## src/rtl/seq_scan_mux.sv

```systemverilog
// Registered N-channel multiplexer that serves single DIRECT selections or one SCAN pass
// over a channel mask, with a programmable dwell per channel and a valid/ready output register.
module seq_scan_mux #(
  parameter int N_CH    = 16,
  parameter int DATA_W  = 8,
  parameter int SEL_W   = $clog2(N_CH),
  parameter int DWELL_W = 8
) (
  input  logic                     clk,
  input  logic                     rst_n,
  input  logic [N_CH*DATA_W-1:0]   in_data,
  input  logic [SEL_W-1:0]         sel,
  input  logic                     mode,
  input  logic [N_CH-1:0]          ch_mask,
  input  logic [DWELL_W-1:0]       dwell,
  input  logic                     start,
  output logic [DATA_W-1:0]        out_data,
  output logic [SEL_W-1:0]         out_ch,
  output logic                     out_valid,
  input  logic                     out_ready,
  output logic                     busy,
  output logic                     done,
  output logic                     err
);

  typedef enum logic [1:0] {IDLE, DWELL, HOLD} state_t;

  state_t               state, state_nx;
  logic                 mode_r, mode_nx;
  logic [N_CH-1:0]      mask_r, mask_nx;
  logic [DWELL_W-1:0]   dwell_r, dwell_nx;
  logic [DWELL_W-1:0]   cnt, cnt_nx;
  logic [SEL_W-1:0]     ptr, ptr_nx;
  logic [DATA_W-1:0]    data_nx;
  logic [SEL_W-1:0]     ch_nx;
  logic                 valid_nx, done_nx, err_nx;
  logic [SEL_W:0]       first_bit, next_bit;
  logic                 sel_ok;

  function automatic logic [DATA_W-1:0] chan(input logic [N_CH*DATA_W-1:0] bus,
                                             input logic [SEL_W-1:0] idx);
    chan = '0;
    for (int k = 0; k < N_CH; k++)
      if (idx == SEL_W'(k)) chan = bus[k*DATA_W +: DATA_W];
  endfunction

  // Returns {found, index} of the lowest set mask bit at or above lo.
  function automatic logic [SEL_W:0] find_set(input logic [N_CH-1:0] m, input int lo);
    find_set = '0;
    for (int k = N_CH - 1; k >= 0; k--)
      if (k >= lo && m[k]) find_set = {1'b1, SEL_W'(k)};
  endfunction

  function automatic logic [DWELL_W-1:0] dwell_len(input logic [DWELL_W-1:0] d);
    dwell_len = (d == '0) ? DWELL_W'(1) : d;
  endfunction

  assign first_bit = find_set(ch_mask, 0);
  assign next_bit  = find_set(mask_r, int'(ptr) + 1);
  assign sel_ok    = ({1'b0, sel} < (SEL_W+1)'(N_CH));
  assign busy      = (state != IDLE);

  always_comb begin
    state_nx = state;
    mode_nx  = mode_r;
    mask_nx  = mask_r;
    dwell_nx = dwell_r;
    cnt_nx   = cnt;
    ptr_nx   = ptr;
    data_nx  = out_data;
    ch_nx    = out_ch;
    valid_nx = out_valid;
    done_nx  = 1'b0;
    err_nx   = 1'b0;
    case (state)
      IDLE: begin
        if (start) begin
          mode_nx  = mode;
          mask_nx  = ch_mask;
          dwell_nx = dwell;
          if (!mode) begin
            if (sel_ok) begin
              data_nx  = chan(in_data, sel);
              ch_nx    = sel;
              valid_nx = 1'b1;
              state_nx = HOLD;
            end else begin
              err_nx = 1'b1;
            end
          end else if (!first_bit[SEL_W]) begin
            err_nx = 1'b1;
          end else begin
            ptr_nx   = first_bit[SEL_W-1:0];
            cnt_nx   = dwell_len(dwell);
            state_nx = DWELL;
          end
        end
      end
      DWELL: begin
        // Sample on the last dwell cycle so the channel has fully settled.
        if (cnt <= DWELL_W'(1)) begin
          data_nx  = chan(in_data, ptr);
          ch_nx    = ptr;
          valid_nx = 1'b1;
          state_nx = HOLD;
        end else begin
          cnt_nx = cnt - DWELL_W'(1);
        end
      end
      HOLD: begin
        if (out_ready) begin
          valid_nx = 1'b0;
          if (mode_r && next_bit[SEL_W]) begin
            ptr_nx   = next_bit[SEL_W-1:0];
            cnt_nx   = dwell_len(dwell_r);
            state_nx = DWELL;
          end else begin
            done_nx  = 1'b1;
            state_nx = IDLE;
          end
        end
      end
      default: state_nx = IDLE;
    endcase
  end

  always_ff @(posedge clk or negedge rst_n) begin
    if (!rst_n) begin
      state     <= IDLE;
      mode_r    <= 1'b0;
      mask_r    <= '0;
      dwell_r   <= '0;
      cnt       <= '0;
      ptr       <= '0;
      out_data  <= '0;
      out_ch    <= '0;
      out_valid <= 1'b0;
      done      <= 1'b0;
      err       <= 1'b0;
    end else begin
      state     <= state_nx;
      mode_r    <= mode_nx;
      mask_r    <= mask_nx;
      dwell_r   <= dwell_nx;
      cnt       <= cnt_nx;
      ptr       <= ptr_nx;
      out_data  <= data_nx;
      out_ch    <= ch_nx;
      out_valid <= valid_nx;
      done      <= done_nx;
      err       <= err_nx;
    end
  end

endmodule

```

## config.mk

```make
export PLATFORM = sky130hd
export DESIGN_NAME = seq_scan_mux
export DESIGN_NICKNAME = d
export VERILOG_FILES = /design/src/rtl/seq_scan_mux.sv
export SDC_FILE = /design/constraint.sdc
export NUM_CORES = 1
export LEC_CHECK = 0
export BUFFER_PORTS_ARGS = -buffer_cell sky130_fd_sc_hd__buf_2
export CORE_ASPECT_RATIO = 0.8
export CORE_UTILIZATION = 50
export CTS_CLUSTER_DIAMETER = 80
export DETAILED_ROUTE_END_ITERATION = 16
export HOLD_SLACK_MARGIN = 0.08
export MAX_ROUTING_LAYER = met4
export PLACE_DENSITY_LB_ADDON = 0.05
export SETUP_SLACK_MARGIN = 0.02
export SYNTH_ARGS = -nofsm -noshare
export SYNTH_HDL_FRONTEND = slang
export SYNTH_SLANG_ARGS = --single-unit
```

## constraint.sdc

```tcl
create_clock -name clk -period 5 [get_ports clk]
set_input_delay 1.5 -clock clk [delete_from_list [all_inputs] [get_ports clk]]
set_output_delay 1.5 -clock clk [all_outputs]
set_load 0.1 [all_outputs]
```

; After elaboration in Yosys (flattened, before gate mapping)
; Index checks and enable logic that the tools add are counted.
[word_totals]
in_bits = 161
rom_bits = 0
n_memories = 0
register_bits = 54
latchBits = 0
word_cells = 209
ramBits = 0
[classes]
mul = 0
div = 0
n_reduce_logical = 32
bitwise_logic = 0
magnitude_cmp = 17
add_sub_neg = 2
n_mux = 106
shift = 0
eq_ne = 41
[op_table]
columns = operator, count
row1 = $mux W8, 43
row2 = $mux W5, 32
row3 = $eq A4 B4 Y1 const B, 16
row4 = $ge A4 B5 Y1 const A, 8
row5 = $eq A4 B3 Y1 const B, 8
row6 = $mux W4, 8
row7 = $pmux W8 S3, 1
row8 = $ge A3 B5 Y1 const A, 4
row9 = $logic_and A1 B1 Y1, 17
row10 = $eq A4 B2 Y1 const B, 4
row11 = $logic_not A8 Y1, 2
row12 = $ne A2 B2 Y1 const B, 8
row13 = $pmux W4 S2, 2
row14 = $pmux W8 S2, 1
row15 = $mux W1, 12
row16 = $ge A1 B5 Y1 const A, 2
row17 = $ge A2 B5 Y1 const A, 2
row18 = $mux W2, 5
row19 = $eq A4 B1 Y1 const B, 2
row20 = $le A8 B1 Y1 const B, 1
row21 = $logic_not A4 Y1, 2
row22 = $reduce_and A4 Y1, 2
row23 = $sub A8 B1 Y8 const B, 1
row24 = $reduce_and A7 Y1, 1
row25 = other kinds (12), 14

; Depth between registers and ports, before layout
[depth]
depth_word = 23
mapped_depth = 13
mapped_depth_nobuf = 9

; Least setup slack after synthesis
; OpenSTA, ideal clock, no wires.
[synth_timing]
path_type = input to register
startpoint = in ch_mask[8]
endpoint = reg ptr[0]
arrival_ns = 3.199
stages = 7
path_buffers = 0
required_time_ns = 4.872
slack_ns = 1.674
path_cell_list = or4_1 nand4b_1 o21ai_2 or2_2 o32ai_2 a21oi_4 mux2_1
[synth_between]
elab_chain_cells = 13
[synth_lines]
columns = element, line_no
row1 = from (decl), 14  ; input logic [N_CH-1:0] ch_mask,
row2 = $mux W5 (*) (9 in a row), 51  ; if (k >= lo && m[k]) find_set = {1'b1, SEL_W'(k)};
row3 = $mux W4, 90  ; end else if (!first_bit[SEL_W]) begin
row4 = $mux W4, 81  ; if (!mode) begin
row5 = $mux W4, 77  ; if (start) begin
row6 = $pmux W4 S2, 75  ; case (state)
row7 = to (signal assigned), 146  ; ptr <= ptr_nx;
row8 = to (decl), 33  ; logic [SEL_W-1:0] ptr, ptr_nx;
; Mark *: on every way between the ends. The rest lies on a longest branch, timed or not. The select of a mux whose other input is x is not followed.
; A chain may end at the register's enable or synchronous reset.

; Worst setup path in the final report
[layout_timing]
startpoint = in sel[1]
endpoint = reg out_data[7]
[layout_between]
elab_chain_cells = 20
[layout_lines]
columns = element, line_no
row1 = from (decl), 12  ; input logic [SEL_W-1:0] sel,
row2 = $logic_not A4 Y1, 44  ; if (idx == SEL_W'(k)) chan = bus[k*DATA_W +: DATA_W];
row3 = $mux W8 (15 in a row), 44
row4 = $mux W8 (*), 44
row5 = $mux W8 (*), 81
row6 = $mux W8 (*), 77
row7 = $pmux W8 S2 (*), 75
row8 = to (signal assigned), 147  ; out_data <= data_nx;
row9 = to (decl), 17  ; output logic [DATA_W-1:0] out_data,
; Marked as above.

==> impl.org <==
** Yosys
- For this run, the number of Yosys warnings is 0.
- Count of flip-flops with a built-in enable after synthesis :: 0
- Cell taking the most area after synthesis :: sky130_fd_sc_hd__dfrtp_1
- Share of synthesized area occupied by flip-flops and latches :: 0.2073
- The most used flip-flop cell after synthesis is sky130_fd_sc_hd__dfrtp_1.
- Dominant cell by count in the synthesized netlist :: sky130_fd_sc_hd__o21ai_0
- After synthesis, the most frequently instantiated cells are sky130_fd_sc_hd__o21ai_0, sky130_fd_sc_hd__nand2_1, sky130_fd_sc_hd__nor2_1.
- After synthesis the netlist holds a flip-flop and latch count of 54.
- Cell types with the largest area share after synthesis :: sky130_fd_sc_hd__dfrtp_1, sky130_fd_sc_hd__o21ai_0, sky130_fd_sc_hd__mux2_2, sky130_fd_sc_hd__a21oi_1, sky130_fd_sc_hd__nand2_1
- Of the post-synthesis cell area, the dominant cell type holds 0.2073.
- Syn nets :: 1010
- Post-Synthesis Cell Area :: roughly 6500 µm²
- Gate Count Post-Synth :: ~840
- Share of synthesized flip-flops with an asynchronous set or reset :: 1.000
- Synthesized area divided by synthesized cell count :: roughly 8 µm²
- The number of different library cells used by synthesis comes to 86.

** STA
- Setup violations remaining at the end of the flow were counted as 0.
- Post-route fraction of the period consumed by the critical path :: 0.8006
- Final max-slew violation count :: 0
- The routed design could run at a clock period as short as between 4000 and 5000 ps.
- Timing would allow up to about 250 MHz.
- Worst path setup slack after routing :: about 1000 ps
- Setup total negative slack on the finished layout was measured at 0 ps.
- Setup repair after global routing left no endpoint under its margin.
- Slew at the pin with the worst max-slew slack :: between 1000 and 1500 ps
- Normalized max-slew margin :: 0.2451
- Clock skew :: roughly 17 ps
- The number of endpoints with negative hold slack in the final report was 0.

** Placed design
- Once placement finished, the instance area stood at between 7000 and 8000 µm².
- Prior to clock tree synthesis, the placed netlist has a worst setup slack of 896.4 ps.
- Post-placement cell count :: between 1000 and 1500
- Total of buffers placed on input and output ports :: 176
- At the end of routability-driven placement, the weighted congestion stood at ~1.1.
- Detail Placement HPWL :: about 21 mm

** Setup path
- Data arrives at the worst endpoint at 4220 ps.
- Along the worst path, the maximum fanout reaches 35.
- At the worst endpoint, the required time is approximately 5200 ps.
- Startpoint types :: primary input
- Kind of critical path :: in -> reg
- Critical path capture point type :: flip-flop

** Hold path
- The min-delay analysis places its worst path in the category reg -> reg.

** Global route
- Entering global routing, the biggest net connects 36 pins.
- The first global-routing pass estimated approximately 42 mm of wire.
- The number of global-route vias before repair was roughly 7500.
- Overflow after GRT :: 0
- Number of antenna violations at the first check in global routing :: 1
- In the global route stage, overall resource usage came out at 0.4104.

** Clocking
- Clock tree from TritonCTS :: done
- In this run the post-CTS setup repair buffer count came out at 0.
- Hold repair after CTS inserted 0 buffers.
- Counting every sink on the clock net gives between 50 and 60.
- The root buffer cell chosen for the clock tree is sky130_fd_sc_hd__clkbuf_16.
- Number of buffers created by CTS :: 5
- Post-CTS clock slew at the launch and capture registers of the worst setup and hold paths :: 80 ps
- The clock passes through at most 2 buffers.
- Post_cts resized :: 0
- The H-tree generated during clock tree synthesis spans 2 levels.
- At the later pin of the worst-skew pair, clock insertion delay measures about 300 ps.

** Die
- The die is 129.6 µm wide.
- Top Ports :: ~180
- The die is about 100 µm tall.
- The floorplan step defined a die boundary enclosing about 13000 µm².
- Effective utilization at floorplan :: 0.5243
- Area of the core :: approximately 12000 µm²
- Row generation in the floorplan step produced 36 rows.

** Power
- Lkg Pwr :: between 3 and 4 nW
- Sequential share of power :: 0.216
- Internal power of the cells :: about 1.8 mW
- Switching Fraction :: 0.5692
- Combinational fraction of design power :: 0.702
- Highest ir drop seen on vdd :: around 440 µV
- Summed over all nets, the switching power comes to approximately 2.4 mW.
- The share of total power dissipated in the clock network is 0.082.
- Power spread over the standard cell area amounts to approximately 560 nW/µm².

** Layout
- Final design area excluding fillers :: 7545 µm²
- At the end of the flow, the number of nets in the layout was roughly 1100.
- Share of layout cells above drive strength 1 :: 0.2719
- Growth of design area from synthesis to finish :: 15.76%
- Final cell count without fillers :: between 1000 and 1500

** Route
- Across all layers, the routed design uses roughly 8000 vias.
- Number of detailed-routing iterations run before antenna repair :: 5
- After detailed routing, the total wire length is around 27 mm.
- In the final routed layout, each cell accounts on average for ~23 µm.
- Average via count per standard cell :: ~7
- Number of remaining DRC errors :: 0
- The count of nets left with antenna violations once routing finished came out at 0.
- Number of violations reported at the end of detailed-routing iteration 0 :: roughly 1100

** Status
- Run status :: finished clean

** Job
- # Max-Cap Violations :: 0
flip-flops by register name (all words and copies together) (netlist names):
name / count
done: 1
out_data: 8
ptr: 4
cnt: 8
out_ch: 4
dwell_r: 8
err: 1
mask_r: 16
state: 2
mode_r: 1
out_valid: 1
critical path: stages:
cell                        delay, ps
sky130_fd_sc_hd__buf_2            550
sky130_fd_sc_hd__inv_1            400
sky130_fd_sc_hd__nand2_1          310
sky130_fd_sc_hd__o22ai_1          110
sky130_fd_sc_hd__a2111oi_0        840
sky130_fd_sc_hd__o21ai_0          260
sky130_fd_sc_hd__a31oi_1          220
path summary, 6_finish.rpt:
| check | from | to | slack, ps | cells past startpoint |
|---|---|---|---|---|
| setup / recovery | sel[1] | out_data[7] | 1000 | 7 |
| min in group asynchronous | rst_n | done | 1190 | 1 |
| hold reg to reg | out_valid | out_valid | 470 | 2 |
| setup reg to reg | ptr[0] | out_data[7] | 1130 | 10 |
| hold / removal | out_valid | out_valid | 470 | 2 |
| max in group asynchronous | rst_n | dwell_r[0] | 2980 | 2 |
through the flow:
stage               utilization  power, mW  hold WS (ps)
floorplan                     -      3.044         471.8
global placement         0.5954      3.717         458.2
detailed placement       0.5954      3.801         460.2
CTS                      0.6067      4.159         477.9
global route             0.6069      4.506         511.3
finish                   0.6069      4.256         471.8
kinds of logic after synthesis:
family                   count (synthesis)  share of synthesized area
AO/OA/AOI/OAI                          331                     0.3490
AND/OR/NAND/NOR                        274                     0.2213
buffers and inverters                   97                    0.06911
multiplexers                            59                     0.1156
flip-flops                              54                     0.2073
adder cells (fa/ha/maj)                 12                    0.02304
XOR/XNOR                                10                    0.01459
power by group through the flow:
stage / combinational (mW) / clock [mW] / sequential, mW
after floorplan: 1.86 / 0 / 1.18
after global placement: 2.82 / 0 / 0.898
after detailed placement: 2.89 / 0 / 0.913
after CTS: 2.90 / 0.352 / 0.907
after global routing: 3.19 / 0.372 / 0.944
final: 2.99 / 0.350 / 0.921
cell type report:
class | instances | area, µm²
clock buffer | 5 | 125.1
multi-input combinational | 686 | 4716
timing repair buffer | 192 | 1001
antenna | 1 | 2.502
tap | 171 | 214.0
clock inverter | 2 | 15.01
inverter | 32 | 120.1
fill | 1186 | 4887
sequential | 54 | 1351
cell usage in the layout, fill, tap and decap left out, drive strengths merged, types with 6 or more instances in the layout:
cell / instances
a2111oi: 7
a211oi: 16
a21oi: 60
a221oi: 23
a22oi: 15
a31oi: 20
and3: 12
buf: 192
dfrtp: 54
ha: 12
inv: 31
mux2: 30
mux2i: 19
mux4: 10
nand2: 69
nand2b: 9
nand3: 31
nor2: 64
nor2b: 18
nor3: 17
nor3b: 6
nor4: 8
o2111ai: 10
o211ai: 15
o21ai: 78
o221ai: 15
o22ai: 15
o31ai: 12
or3: 12
per-layer routing:
metal  GRT usage  up-vias  part of all wire  wire length [µm]
li1            -     3509                 -                 -
met1      0.5923     3800              0.43             11500
met2      0.5913      613              0.43             11590
met3     0.06636       63              0.11              3061
met4      0.1047        0             0.026               692
met5           -        -                 0                 0
Note: power is estimated with default switching activity, not from simulation.
